**src/rtl/traffic_pkg.sv**
```systemverilog
// Shared types and helpers for the intersection phase scheduler.
// The phase encoding doubles as the debug view exposed on phase_o.
package traffic_pkg;

  typedef enum logic [2:0] {
    R1_G = 3'd0,
    R1_Y = 3'd1,
    AR1  = 3'd2,
    R2_G = 3'd3,
    R2_Y = 3'd4,
    AR2  = 3'd5,
    WALK = 3'd6
  } phase_e;

  // Lamp bundle in the order Road1 GYR, Road2 GYR, Walk GR.
  typedef struct packed {
    logic r1_g;
    logic r1_y;
    logic r1_r;
    logic r2_g;
    logic r2_y;
    logic r2_r;
    logic walk_g;
    logic walk_r;
  } lamps_t;

  function automatic int tmax(input int a, input int b);
    return (a > b) ? a : b;
  endfunction

  // Everything red unless the phase lights exactly one road or the walk lamp.
  function automatic lamps_t lamp_decode(input phase_e ph);
    lamps_t l;
    l        = '0;
    l.r1_r   = 1'b1;
    l.r2_r   = 1'b1;
    l.walk_r = 1'b1;
    case (ph)
      R1_G:    begin l.r1_g   = 1'b1; l.r1_r   = 1'b0; end
      R1_Y:    begin l.r1_y   = 1'b1; l.r1_r   = 1'b0; end
      R2_G:    begin l.r2_g   = 1'b1; l.r2_r   = 1'b0; end
      R2_Y:    begin l.r2_y   = 1'b1; l.r2_r   = 1'b0; end
      WALK:    begin l.walk_g = 1'b1; l.walk_r = 1'b0; end
      default: ;
    endcase
    return l;
  endfunction

endpackage

```
**src/rtl/phase_timer.sv**
```systemverilog
// Down-counter for phase durations. A load writes (duration - 1); the count
// then falls to zero and holds there, so done is high on the last cycle.
module phase_timer #(
  parameter int TW = 4
) (
  input  logic          clk,
  input  logic          i_load,
  input  logic [TW-1:0] i_value,
  output logic          o_done,
  output logic [TW-1:0] o_value
);

  logic [TW-1:0] r_cnt;

  // Load has priority; otherwise count down and saturate at zero.
  always_ff @(posedge clk) begin
    if (i_load)
      r_cnt <= i_value;
    else if (r_cnt != '0)
      r_cnt <= r_cnt - TW'(1);
  end

  assign o_done  = (r_cnt == '0);
  assign o_value = r_cnt;

endmodule

```
**src/rtl/traffic_phase_ctrl.sv**
```systemverilog
// Two-road intersection phase scheduler with a latched pedestrian request.
// Road1 rests in green until Road2 traffic or a pedestrian is pending.
// Optional macro WALK_FLASH_EN: the last T_FLASH cycles of WALK flash Walk_G.
module traffic_phase_ctrl #(
  parameter int T_G1    = 10,
  parameter int T_G2    = 8,
  parameter int T_Y     = 3,
  parameter int T_AR    = 1,
  parameter int T_WALK  = 6,
  parameter int T_FLASH = 3
) (
  input  logic       clk,
  input  logic       rst,
  input  logic       walk_req,
  input  logic       car2_sense,
  output logic       Road1_G,
  output logic       Road1_Y,
  output logic       Road1_R,
  output logic       Road2_G,
  output logic       Road2_Y,
  output logic       Road2_R,
  output logic       Walk_G,
  output logic       Walk_R,
  output logic [2:0] phase_o,
  output logic       walk_pend_o
);
  import traffic_pkg::*;

  localparam int TMAX = tmax(tmax(tmax(T_G1, T_G2), tmax(T_Y, T_AR)), tmax(T_WALK, T_FLASH));
  localparam int TW   = $clog2(TMAX + 1);

  phase_e        r_state;
  phase_e        w_state_next;
  logic          r_car2_pend;
  logic          r_walk_pend;
  logic          w_done;
  logic          w_load;
  logic [TW-1:0] w_tval;
  logic [TW-1:0] w_dur;
  logic [TW-1:0] w_load_value;
  lamps_t        w_lamps;

  // Every timer expiry either moves to a new phase or re-arms R1_G, so the
  // timer reloads on each expiry with the duration of the phase coming next.
  assign w_load       = rst | w_done;
  assign w_load_value = rst ? TW'(T_AR - 1) : w_dur;

  phase_timer #(.TW(TW)) u_timer (
    .clk     (clk),
    .i_load  (w_load),
    .i_value (w_load_value),
    .o_done  (w_done),
    .o_value (w_tval)
  );

  // State register: reset parks in the all-red clearance before Road1.
  always_ff @(posedge clk) begin
    if (rst)
      r_state <= AR2;
    else
      r_state <= w_state_next;
  end

  // Next-state: advance only on timer expiry; R1_G re-arms while idle.
  always_comb begin
    w_state_next = r_state;
    if (w_done) begin
      case (r_state)
        R1_G:    w_state_next = (r_car2_pend || r_walk_pend) ? R1_Y : R1_G;
        R1_Y:    w_state_next = AR1;
        AR1:     w_state_next = R2_G;
        R2_G:    w_state_next = R2_Y;
        R2_Y:    w_state_next = AR2;
        AR2:     w_state_next = r_walk_pend ? WALK : R1_G;
        WALK:    w_state_next = R1_G;
        default: w_state_next = AR2;
      endcase
    end
  end

  // Duration (minus one) of the phase about to be entered.
  always_comb begin
    case (w_state_next)
      R1_G:    w_dur = TW'(T_G1 - 1);
      R1_Y:    w_dur = TW'(T_Y - 1);
      R2_G:    w_dur = TW'(T_G2 - 1);
      R2_Y:    w_dur = TW'(T_Y - 1);
      WALK:    w_dur = TW'(T_WALK - 1);
      default: w_dur = TW'(T_AR - 1);
    endcase
  end

  // Request latches: clear on entry to the serving phase beats a same-cycle
  // request, and requests arriving while being served are dropped.
  always_ff @(posedge clk) begin
    if (rst) begin
      r_car2_pend <= 1'b0;
      r_walk_pend <= 1'b0;
    end else begin
      if (w_state_next == R2_G && r_state != R2_G)
        r_car2_pend <= 1'b0;
      else if (car2_sense && r_state != R2_G)
        r_car2_pend <= 1'b1;

      if (w_state_next == WALK && r_state != WALK)
        r_walk_pend <= 1'b0;
      else if (walk_req && r_state != WALK)
        r_walk_pend <= 1'b1;
    end
  end

  // Output decode: Moore lamps straight from the state register.
`ifdef WALK_FLASH_EN
  logic [TW-1:0] w_flash_idx;
  assign w_flash_idx = TW'(T_FLASH - 1) - w_tval;
`endif

  always_comb begin
    w_lamps = lamp_decode(r_state);
`ifdef WALK_FLASH_EN
    // Flash window counts 0,1,2.. from its first cycle; lamp is dark on even.
    if (r_state == WALK && w_tval < TW'(T_FLASH))
      w_lamps.walk_g = w_flash_idx[0];
`endif
  end

  assign Road1_G     = w_lamps.r1_g;
  assign Road1_Y     = w_lamps.r1_y;
  assign Road1_R     = w_lamps.r1_r;
  assign Road2_G     = w_lamps.r2_g;
  assign Road2_Y     = w_lamps.r2_y;
  assign Road2_R     = w_lamps.r2_r;
  assign Walk_G      = w_lamps.walk_g;
  assign Walk_R      = w_lamps.walk_r;
  assign phase_o     = r_state;
  assign walk_pend_o = r_walk_pend;

  // Safety: at most one road non-red; walk only with both roads red.
  a_one_road: assert property (@(posedge clk) disable iff (rst) (Road1_R || Road2_R));
  a_walk_red: assert property (@(posedge clk) disable iff (rst) Walk_G |-> (Road1_R && Road2_R));
  a_timer_rng: assert property (@(posedge clk) disable iff (rst) (w_tval <= TW'(TMAX - 1)));

endmodule

```
**config.mk**
```make
export PLATFORM = sky130hd
export DESIGN_NAME = traffic_phase_ctrl
export DESIGN_NICKNAME = d
export VERILOG_FILES = /design/src/rtl/traffic_pkg.sv /design/src/rtl/phase_timer.sv /design/src/rtl/traffic_phase_ctrl.sv
export SDC_FILE = /design/constraint.sdc
export NUM_CORES = 1
export LEC_CHECK = 0
export CORE_AREA = 2 2 39 41
export DETAILED_ROUTE_END_ITERATION = 8
export DIE_AREA = 0 0 41 43
export HOLD_SLACK_MARGIN = 0.03
export PLACE_DENSITY = 0.75
export SLEW_MARGIN = 20
export SYNTH_ARGS = -nofsm -noshare
export SYNTH_HDL_FRONTEND = slang
export SYNTH_HIERARCHICAL = 1
export SYNTH_SLANG_ARGS = --single-unit
```
**constraint.sdc**
```tcl
create_clock -name clk -period 3.8 [get_ports clk]
set_input_delay 0.57 -clock clk [delete_from_list [all_inputs] [get_ports clk]]
set_output_delay 0.57 -clock clk [all_outputs]
set_load 0.02 [all_outputs]
```
==> summary.txt <==
STA
  – Post-route minimum period: around 2.5 ns
  – Final setup viols: 0
  – Clk_skew: between 0.0005 and 0.0006 ns
  – Worst-Margin Slew: a little over 0.7 ns
  – Slew Limit Headroom: 0.5287
  – Sum of negative setup slack: 0 ns
  – Max Slew Vio Count: 0
  – Crit share post-route: 0.6606
  – RSZ-0062 raised after global routing: false
  – Upper clock frequency limit: approximately 0.4 GHz
  – Final Hold Fails: 0

Synthesis
  – Synth Warn #: 6
  – Post-synthesis sequential area ratio: 0.3659
  – Seq cells post-synth: 9
  – Synth unique cells: 34
  – Post-synthesis async set-or-reset flop share: 0
  – Synth Instances: 70
  – Number of flops mapped to enable cells by yosys: 4
  – Share of the synthesized area in the top cell type: 0.1996
  – Syn_nets: 75
  – Top post-synthesis cells by area: edfxtp_1 (20%), dfxtp_1 (17%), nand2b_1 (5.2%)
  – Ys flop type: dfxtp_1
  – Mapped Avg Cell Area: 8.598 µm²
  – Largest area contributor in the netlist: edfxtp_1
  – Synth Cell Area: about 600 µm²

Die
  – Die footprint: about 1800 µm²
  – Core area: between 1000 and 1500 µm²
  – Placement row count: 14
  – Initial Utilization: 0.4349
  – Ports: 16
  – Die Y-Extent: around 43 µm
  – Die X: between 40 and 50 µm

Critical path
  – Most frequent CP cell: inv_1
  – Critical Path AT: 2.63 ns
  – CP Launch Type: register
  – Critical R2R Capture: u_timer/o_value[1]
  – Worst r2r src: u_timer/o_value[0]
  – Crit-path max FO: 8
  – Max incr delay on CP: ~0.61 ns
  – Crit-path slowest cell: a222oi_1
  – Flop-to-flop setup slack: 1.29 ns
  – Dominant delay contributor by cell family on the critical path: compound AO/OA/AOI/OAI gates
  – Reg2Reg Depth: 11
  – Worst path cell trace: inv_1 -> ha_1 -> nand2b_1 -> nor2_1 -> and3b_4 -> or2_0 -> a222oi_1 -> nand3b_1 -> a21oi_1 -> inv_1 -> mux2i_1
  – Worst Path Class, Setup: register to register
  – CP endpoint kind: register
  – Bufs and invs on worst path: 2
  – CP Data Required Time: around 3.9 ns
  – Beginning of the critical path: u_timer/o_value[0]

Pwr
  – PwrDens: 810.8 nW/µm²
  – Pleak: between 0.0002 and 0.0003 µW
  – Max VDD drop: about 0.00034 V

Routing
  – Pre-antenna DRT Iters: 3
  – Vias/cell: between 5 and 6
  – DRC viols: 0
  – DRT iter0 DRCs: 4
  – Vias: ~520
  – Routed Antenna Nets: 0
  – Final wirelength: approximately 1200 µm
  – Per-cell routed wire length: approximately 12 µm

Placed design
  – Routability cong.: approximately 0.74
  – IO buf count: 15
  – Hpwl dp: slightly above 900 µm
  – Dpl cell area: 743.2 µm²

Clock network
  – Hold buffer count at cts: 0
  – Maximum clock path buffer count: 2
  – H-tree Lvls: 1
  – Post-CTS Repair Setup Buffers: 0
  – Total CTS buffers: 3
  – CTS tree: built
  – Worst skew pair latency: roughly 0.26 ns
  – TritonCTS Sinks: 9
  – Cts repair resizes: 0
  – Root Driver: clkbuf_4
  – CTS clk-pin slew, worst paths: approximately 0.060 ns

GRT
  – Grt ovf: 0
  – Initial antenna violation count: 0
  – Vias in the first global route: 518
  – First-pass GRT wire length: 2173 µm
  – GRT Overall Usage: 0.1764
  – Largest net degree at the start of global routing: 14

Hold path
  – Hold WC Path Type: register to register
  – Min-Delay Endpoint: r_car2_pend
  – WHS Path Cells: 2
  – Hold_sp: r_car2_pend

Finish
  – Area growth, synth to finish: 27.86%
  – Design area: between 700 and 800 µm²
  – Layout net count: 90
  – ANT cells: 0
  – Layout cells sized above 1: 0.07143

Job
  – Max cap viols: 0

Run status
  – Status: completed
## placed cells by master (no fill, tap or decap), drive strengths merged, types with 2 or more instances in the layout
| cell | count |
|---|---|
| dfxtp | 5 |
| a311oi | 2 |
| xnor2 | 2 |
| nand2b | 5 |
| inv | 8 |
| nor3 | 4 |
| o31a | 2 |
| clkbuf | 4 |
| or2 | 4 |
| nand3b | 2 |
| clkdlybuf4s50 | 15 |
| edfxtp | 4 |
| o21ai | 3 |
| nand2 | 4 |
| a21oi | 4 |
| nor2 | 3 |
## flip-flops by register name, summed over array words and instances (netlist names)
signal	cells
r_car2_pend	1
walk_pend_o	1
u_timer/o_value	4
phase_o	3
## metal layers
layer	vias to the layer above	GRT usage	wire [µm]
met3	3	0.03665	63
met5	-	0	0
li1	277	-	-
met1	229	0.2248	565
met2	15	0.2813	579
met4	0	0.06000	12
## where the power goes
part / internal, µW / switching [µW]
Sequential: 147 / 52.1
Combinational: 170 / 179
Clock: 40.6 / 35.2
## worst reg2reg max path, stage by stage (launching register included)
cell      delay (ns)
edfxtp_1        0.39
inv_1           0.06
ha_1            0.22
nand2b_1        0.10
nor2_1          0.11
and3b_4         0.21
or2_0           0.20
a222oi_1        0.61
nand3b_1        0.14
a21oi_1         0.16
inv_1           0.05
mux2i_1         0.11
## synth_stat cells (2+ instances only)
cell type and n:
nor2_1 3, a21oi_1 4, nand3b_1 2, inv_1 8
or2_0 2, xnor2_1 2, edfxtp_1 4, o21ai_0 2
a311oi_1 2, o31a_1 2, nand2b_1 5, clkbuf_1 2
nor3_1 4, dfxtp_1 5, nand2_1 4
## metrics by stage
stage / worst slack, ns / power (µW) / cells / hold WS, ns / util
global route: 0.9201 / 686.1 / 100 / 0.5517 / 0.5561
floorplan: 1.603 / 456.1 / 70 / 0.4923 / -
global placement: 1.294 / 548.7 / 96 / 0.5305 / 0.5371
detailed placement: 1.294 / 552.0 / 96 / 0.5230 / 0.5371
CTS: 1.267 / 629.8 / 100 / 0.5393 / 0.5561
finish: 1.290 / 623.9 / 100 / 0.5346 / 0.5561
## final cells by class
cell class                      count  area, µm²
Fill cell                         144      614.3
Multi-Input combinational cell     48      322.8
Sequential cell                     9      220.2
Timing Repair Buffer               15      150.1
Inverter                            8      30.03
Clock buffer                        4      26.28
Tap cell                           16      20.02
## worst max path at each step
stage,endpoint,depth (start not counted)
floorplan,u_timer/o_value[1],11
global placement,u_timer/o_value[3],11
detailed placement,u_timer/o_value[1],11
CTS,u_timer/o_value[1],11
global route,u_timer/o_value[1],11
finish,u_timer/o_value[1],11
## cell families (layout without fill, tap and decap cells)
group | after synthesis | count (layout) | synth area share
and+or+nand+nor | 28 | 28 | 0.2807
AOI/OAI and AO/OA | 16 | 16 | 0.1892
DFF | 9 | 9 | 0.3659
adders and majority gates | 1 | 1 | 0.02079
buffers and inverters | 13 | 27 | 0.09770
xor gates and xnor gates | 2 | 2 | 0.02911
muxes | 1 | 1 | 0.01663
Note: power is estimated with default switching activity, not from simulation.
